File: src/rtl/sram_burst_pkg.sv
// Shared types and constants for the SRAM burst controller.
// Optional wrapping bursts are enabled with SRAM_BURST_WRAP_EN.
package sram_burst_pkg;

    typedef enum logic [1:0] {
        IDLE     = 2'd0,
        WR_BURST = 2'd1,
        RD_BURST = 2'd2,
        RD_DRAIN = 2'd3
    } state_e;

    localparam int ADDR_WIDTH_DFLT = 16;
    localparam int DATA_WIDTH_DFLT = 8;
    localparam int LEN_WIDTH_DFLT  = 4;

    // The counter holds beats-remaining-minus-one, so it never needs more bits than req_len.
    function automatic int beat_cnt_width(input int len_width);
        return len_width;
    endfunction

    localparam int BEAT_CNT_W_DFLT = beat_cnt_width(LEN_WIDTH_DFLT);

endpackage

File: src/rtl/sram_burst_addr_gen.sv
// Loadable burst address register with increment enable.
// With SRAM_BURST_WRAP_EN a captured wrap flag confines increments to the low LEN_WIDTH bits.
module sram_burst_addr_gen
    import sram_burst_pkg::*;
#(
    parameter int ADDR_WIDTH = ADDR_WIDTH_DFLT,
    parameter int LEN_WIDTH  = LEN_WIDTH_DFLT
) (
    input  logic                  clk,
    input  logic                  rstn,
    input  logic                  load_i,
    input  logic [ADDR_WIDTH-1:0] load_addr_i,
`ifdef SRAM_BURST_WRAP_EN
    input  logic                  load_wrap_i,
`endif
    input  logic                  inc_i,
    output logic [ADDR_WIDTH-1:0] addr_o
);

    logic [ADDR_WIDTH-1:0] addr_q, addr_d;
    logic [ADDR_WIDTH-1:0] addr_inc;

`ifdef SRAM_BURST_WRAP_EN
    logic                 wrap_q, wrap_d;
    logic [LEN_WIDTH-1:0] low_inc;

    assign low_inc  = addr_q[LEN_WIDTH-1:0] + LEN_WIDTH'(1);
    assign addr_inc = wrap_q ? {addr_q[ADDR_WIDTH-1:LEN_WIDTH], low_inc}
                             : addr_q + ADDR_WIDTH'(1);

    always_comb begin
        wrap_d = wrap_q;
        if (load_i) begin
            wrap_d = load_wrap_i;
        end
    end

    always_ff @(posedge clk) begin
        if (!rstn) begin
            wrap_q <= 1'b0;
        end else begin
            wrap_q <= wrap_d;
        end
    end
`else
    assign addr_inc = addr_q + ADDR_WIDTH'(1);
`endif

    always_comb begin
        addr_d = addr_q;
        if (load_i) begin
            addr_d = load_addr_i;
        end else if (inc_i) begin
            addr_d = addr_inc;
        end
    end

    always_ff @(posedge clk) begin
        if (!rstn) begin
            addr_q <= '0;
        end else begin
            addr_q <= addr_d;
        end
    end

    assign addr_o = addr_q;

endmodule

File: src/rtl/sram_burst_ctrl.sv
// Burst sequencer in front of a single-port synchronous SRAM (one-cycle read latency).
// Define SRAM_BURST_WRAP_EN to add the req_wrap port for aligned wrapping bursts.
//
//   state    | meaning
//   IDLE     | ready for a command, no SRAM activity
//   WR_BURST | one SRAM write per accepted write beat
//   RD_BURST | one SRAM read issued every cycle
//   RD_DRAIN | final read beat returns, done pulses
module sram_burst_ctrl
    import sram_burst_pkg::*;
#(
    parameter int ADDR_WIDTH = ADDR_WIDTH_DFLT,
    parameter int DATA_WIDTH = DATA_WIDTH_DFLT,
    parameter int LEN_WIDTH  = LEN_WIDTH_DFLT
) (
    input  logic                  clk,
    input  logic                  rstn,
    input  logic                  req_valid,
    output logic                  req_ready,
    input  logic                  req_write,
    input  logic [ADDR_WIDTH-1:0] req_addr,
    input  logic [LEN_WIDTH-1:0]  req_len,
`ifdef SRAM_BURST_WRAP_EN
    input  logic                  req_wrap,
`endif
    input  logic                  wdata_valid,
    input  logic [DATA_WIDTH-1:0] wdata,
    output logic                  wdata_ready,
    output logic                  rdata_valid,
    output logic [DATA_WIDTH-1:0] rdata,
    output logic                  rdata_last,
    output logic                  busy,
    output logic                  done,
    output logic                  sram_wren,
    output logic                  sram_rden,
    output logic [ADDR_WIDTH-1:0] sram_addr,
    output logic [DATA_WIDTH-1:0] sram_wr_data,
    input  logic [DATA_WIDTH-1:0] sram_rd_data
);

    localparam int CntW = beat_cnt_width(LEN_WIDTH);

    state_e            state_q, state_d;
    logic [CntW-1:0]   cnt_q, cnt_d;
    logic              done_q, done_d;
    logic              rvalid_q;
    logic              rlast_q, rlast_d;
    logic              idle_ready;
    logic              addr_load;
    logic              addr_inc;

    sram_burst_addr_gen #(
        .ADDR_WIDTH (ADDR_WIDTH),
        .LEN_WIDTH  (LEN_WIDTH)
    ) u_addr_gen (
        .clk         (clk),
        .rstn        (rstn),
        .load_i      (addr_load),
        .load_addr_i (req_addr),
`ifdef SRAM_BURST_WRAP_EN
        .load_wrap_i (req_wrap),
`endif
        .inc_i       (addr_inc),
        .addr_o      (sram_addr)
    );

    always_comb begin
        state_d      = state_q;
        cnt_d        = cnt_q;
        done_d       = 1'b0;
        rlast_d      = 1'b0;
        idle_ready   = 1'b0;
        addr_load    = 1'b0;
        addr_inc     = 1'b0;
        wdata_ready  = 1'b0;
        sram_wren    = 1'b0;
        sram_rden    = 1'b0;
        sram_wr_data = '0;

        case (state_q)
            IDLE: begin
                idle_ready = 1'b1;
                if (req_valid) begin
                    addr_load = 1'b1;
                    cnt_d     = CntW'(req_len);
                    state_d   = req_write ? WR_BURST : RD_BURST;
                end
            end
            WR_BURST: begin
                wdata_ready  = 1'b1;
                sram_wren    = wdata_valid;
                sram_wr_data = wdata;
                if (wdata_valid) begin
                    addr_inc = 1'b1;
                    if (cnt_q == '0) begin
                        state_d = IDLE;
                        done_d  = 1'b1;
                    end else begin
                        cnt_d = cnt_q - CntW'(1);
                    end
                end
            end
            RD_BURST: begin
                sram_rden = 1'b1;
                addr_inc  = 1'b1;
                if (cnt_q == '0) begin
                    // The last read returns next cycle, so done lines up with rdata_last.
                    state_d = RD_DRAIN;
                    done_d  = 1'b1;
                    rlast_d = 1'b1;
                end else begin
                    cnt_d = cnt_q - CntW'(1);
                end
            end
            RD_DRAIN: begin
                state_d = IDLE;
            end
            default: begin
                state_d = IDLE;
            end
        endcase
    end

    always_ff @(posedge clk) begin
        if (!rstn) begin
            state_q  <= IDLE;
            cnt_q    <= '0;
            done_q   <= 1'b0;
            rvalid_q <= 1'b0;
            rlast_q  <= 1'b0;
        end else begin
            state_q  <= state_d;
            cnt_q    <= cnt_d;
            done_q   <= done_d;
            rvalid_q <= sram_rden;
            rlast_q  <= rlast_d;
        end
    end

    assign req_ready   = idle_ready & rstn;
    assign busy        = (state_q != IDLE);
    assign done        = done_q;
    assign rdata_valid = rvalid_q;
    assign rdata_last  = rlast_q;
    assign rdata       = rvalid_q ? sram_rd_data : '0;

endmodule

File: config.mk
export PLATFORM = sky130hd
export DESIGN_NAME = sram_burst_ctrl
export DESIGN_NICKNAME = d
export VERILOG_FILES = /design/src/rtl/sram_burst_pkg.sv /design/src/rtl/sram_burst_addr_gen.sv /design/src/rtl/sram_burst_ctrl.sv
export SDC_FILE = /design/constraint.sdc
export NUM_CORES = 1
export LEC_CHECK = 0
export ABC_AREA = 1
export CAP_MARGIN = 5
export CORE_ASPECT_RATIO = 1.5
export CORE_MARGIN = 4
export CORE_UTILIZATION = 41
export DETAILED_ROUTE_END_ITERATION = 16
export GPL_TIMING_DRIVEN = 0
export PLACE_DENSITY = 0.79
export SLEW_MARGIN = 40
export SYNTH_ARGS = -nofsm -noshare
export SYNTH_HDL_FRONTEND = slang
export SYNTH_HIERARCHICAL = 1
export SYNTH_SLANG_ARGS = --single-unit
File: constraint.sdc
create_clock -name clk -period 2.2 [get_ports clk]
set_input_delay 0.33 -clock clk [delete_from_list [all_inputs] [get_ports clk]]
set_output_delay 0.33 -clock clk [all_outputs]
set_load 0.02 [all_outputs]
==> impl_summary.log <==
[metrics] drt first pass iters: 4
[metrics] max frequency: 476 MHz
[metrics] number of antenna violations at the first check in global routing: 0
[metrics] number of antenna repair diodes: 0
[metrics] Flop pwr share: 0.270
[metrics] total routing usage reported by global routing: 0.193
[metrics] nature of the critical path startpoint: flop
[metrics] die height: 87.5 um
[metrics] count of input and output buffers: 80
[metrics] number of instances in the synthesized netlist: 273
[metrics] largest fanout on the critical path: 10
[metrics] Clk Tree Root Cell: sky130_fd_sc_hd__clkbuf_8
[metrics] count of warnings emitted by yosys: 6
[metrics] max cap viols: 0
[metrics] CTS tree: yes
[metrics] met3 global-route usage: 0.0401
[metrics] relative slew slack: 0.645
[metrics] Leak: 1.31 nW
[metrics] Synth Area per Inst: 6.32 um^2
[metrics] number of flip-flops and latches in the synthesized netlist: 25
[metrics] number of sinks driven by the clock tree: 25
[metrics] area delta synth->final: 53.7%
[metrics] power after layout: 2.67 mW
[metrics] part of the Yosys area used for sequential elements: 0.290
[metrics] area of the core: 3990 um^2
[metrics] Worst Path Arrival: 1.77 ns
[metrics] type of the worst setup path: reg -> out
[metrics] post-synth top area share: 0.290
[metrics] routed vias/inst: 5.01
[metrics] P_int: 1.42 mW
[metrics] GP Congestion: 0.891
[metrics] post-synthesis async set-or-reset flop share: 0
[metrics] post-synthesis xor/xnor area fraction: 0.0355
[metrics] DRC errors left: 0
[metrics] GRT busiest layer: met2
[metrics] clock transition at the register clock pins on the worst setup and hold paths after CTS: 0.08 ns
[metrics] VDD IR-drop max: 708 uV
[metrics] antenna viol nets, final: 0
[metrics] Final Max Slew Viols: 0
[metrics] worst setup skew after layout: 0.00306 ns
[metrics] maximum number of buffers from clock root to sink: 2
[metrics] top-level I/O count: 81
[metrics] most frequent cells after synthesis: sky130_fd_sc_hd__nand2_1, sky130_fd_sc_hd__inv_1, sky130_fd_sc_hd__dfxtp_1, sky130_fd_sc_hd__nor2_1, sky130_fd_sc_hd__nand3_1
[metrics] # H-tree levels: 1
[metrics] non-filler instance count after layout: 402
[metrics] initial standard-cell utilization of the core: 0.432
[metrics] sort of element at the end of the critical path: primary output
[metrics] Post-synth EDFFs: 0
[metrics] met2 demand-to-capacity share in global routing: 0.360
[metrics] power density over cell area: 1010 nW/um^2
[metrics] Comb power frac: 0.626
[metrics] number of fill cells in the layout: 362
[metrics] vias in the first global route: 1972
[metrics] final number of hold-violating endpoints: 0
[metrics] distinct cell type count of the synthesized netlist: 28
[metrics] run status: complete, no violations
[metrics] switching power as a share of total power: 0.466
[metrics] clock network fraction of total power: 0.104
[metrics] final clock period utilization by the worst path: 0.955
[metrics] share of cells above drive strength 1: 0.0728
[metrics] GR Util met1: 0.197
[metrics] largest family of logic cells by synthesized area: simple AND/OR/NAND/NOR gates
[metrics] biggest area consumer among synthesized cells: sky130_fd_sc_hd__dfxtp_1
[metrics] Die Area: 5330 um^2
[metrics] total vias in the final route: 2013
[metrics] area share of and/or/nand/nor cells after synthesis: 0.341
[metrics] synthesized net count: 321
[metrics] Final Critical Period: 2.10 ns
[metrics] total setup violations reported at the end of the flow: 0
[metrics] Synth Area in Compound Gates: 0.153
[metrics] min-delay worst type: reg -> reg
[metrics] flop-to-flop setup slack: 0.24 ns
[metrics] placed cell count: 398
[metrics] final routed wirelength across all metal layers: 4940 um
[metrics] netlist area before placement: 1730 um^2
[metrics] DP Wirelength: 4020 um
[metrics] cell with the most instances after synthesis: sky130_fd_sc_hd__nand2_1
[metrics] CTS Buf Count: 3
[metrics] worst slew pin tran: 0.533 ns
[metrics] flip-flop cell with the highest count after synthesis: sky130_fd_sc_hd__dfxtp_1
[metrics] number of design-rule violations left by the first detailed-router iteration: 78
[metrics] Remaining Overflow, GRT: 0
[metrics] adder-cell area share of the yosys netlist: 0.0508
[metrics] die width: 61.0 um
[metrics] share of synthesized area spent on multiplexers: 0
[metrics] DR WL/cell: 12.3 um
[metrics] Skew-Pair Late Insertion Delay: 0.27 ns
[metrics] global-route wire length before repair: 8030 um
[metrics] required arrival time at the worst endpoint: 1.87 ns
[metrics] leading cell types by total area after synthesis: sky130_fd_sc_hd__dfxtp_1, sky130_fd_sc_hd__nand2_1, sky130_fd_sc_hd__inv_1
[metrics] standard-cell rows: 28
[metrics] pin count of the biggest net entering global routing: 15
[metrics] nets@finish: 406
[metrics] setup repair after global routing missed its margin: false
[metrics] switching power: 1.24 mW
[timing repair]
action,CTS,global route
setup buffers,0,0
setup endpoints to repair,1,16
gates resized for setup,1,9
hold buffers,0,0
[cells in the final DEF, fill, tap and decap left out, types with 2 or more instances in the layout]
cell	n
sky130_fd_sc_hd__o21ai_0	13
sky130_fd_sc_hd__clkbuf_1	3
sky130_fd_sc_hd__a21oi_1	14
sky130_fd_sc_hd__nor2_1	23
sky130_fd_sc_hd__clkbuf_8	3
sky130_fd_sc_hd__nand3_1	21
sky130_fd_sc_hd__clkdlybuf4s50_1	74
sky130_fd_sc_hd__nor2_2	8
sky130_fd_sc_hd__dfxtp_1	25
sky130_fd_sc_hd__nor2_4	2
sky130_fd_sc_hd__nand2_1	69
sky130_fd_sc_hd__ha_1	7
sky130_fd_sc_hd__nand4_1	3
sky130_fd_sc_hd__xnor2_1	2
sky130_fd_sc_hd__o21bai_1	3
sky130_fd_sc_hd__nand2_2	4
sky130_fd_sc_hd__inv_1	50
sky130_fd_sc_hd__dlymetal6s2s_1	5
sky130_fd_sc_hd__a22oi_1	10
sky130_fd_sc_hd__xor2_1	5
[final cells by class]
class | count | area [um^2] | share of cell area
plain buffers | 6 | 38.8 | 0.0146
clock buffers | 4 | 45.0 | 0.0170
inverters | 50 | 188 | 0.0708
multi-input cells | 192 | 1010 | 0.381
flip-flops and latches | 25 | 500 | 0.189
well taps | 45 | 56.3 | 0.0212
repair buffers | 80 | 812 | 0.306
[stage by stage]
step                      cell area [um^2]  setup TNS (ns)  setup WS [ns]  hold slack (ns)   util
after floorplan                       1730               0          0.227            0.428      -
after global placement                2580        -0.00824       -0.00824            0.506  0.647
after detailed placement              2580        -0.00526       -0.00526            0.518  0.647
after CTS                             2630               0         0.0531            0.530  0.658
after global routing                  2650               0        0.00209            0.565  0.664
final                                 2650               0         0.0992            0.533  0.664
[registers in the layout (all words and copies together) (netlist names)]
name	flops
state_q	2
done	1
u_addr_gen/addr_o	16
rdata_valid	1
rdata_last	1
cnt_q	4
[final timing paths]
check        cells past startpoint        from                    end
max reg2reg                      9  state_q[0]  u_addr_gen/addr_o[13]
max                              6  state_q[1]        sram_wr_data[3]
min reg2reg                      2    cnt_q[3]               cnt_q[3]
min                              2    cnt_q[3]               cnt_q[3]
[routing by layer]
layer  share of wire  up-vias
li1                -     1026
met1            0.39      895
met2            0.51       76
met3           0.073       16
met4           0.032        0
met5               0        -
[worst max-delay path: stages, from the launching register on]
cell	delay, ns
sky130_fd_sc_hd__dfxtp_1	0.34
sky130_fd_sc_hd__inv_1	0.10
sky130_fd_sc_hd__ha_1	0.22
sky130_fd_sc_hd__buf_6	0.15
sky130_fd_sc_hd__nand2_1	0.05
sky130_fd_sc_hd__inv_1	0.04
sky130_fd_sc_hd__clkdlybuf4s50_1	0.59
[kinds of logic after synthesis]
group                      Yosys count
DFF                                 25
adders and majority gates            7
and+or+nand+nor                    134
buffers and inverters               56
AOI/OAI and AO/OA                   44
xor gates and xnor gates             7
[power groups by stage]
stage / Sequential, mW / Clock (mW) / Combinational, mW
final: 0.720 / 0.276 / 1.67
after global routing: 0.743 / 0.299 / 1.85
after CTS: 0.720 / 0.286 / 1.66
after detailed placement: 0.731 / 0 / 1.65
after global placement: 0.726 / 0 / 1.63
after floorplan: 0.781 / 0 / 0.980
(Power assumes the default switching activity.)
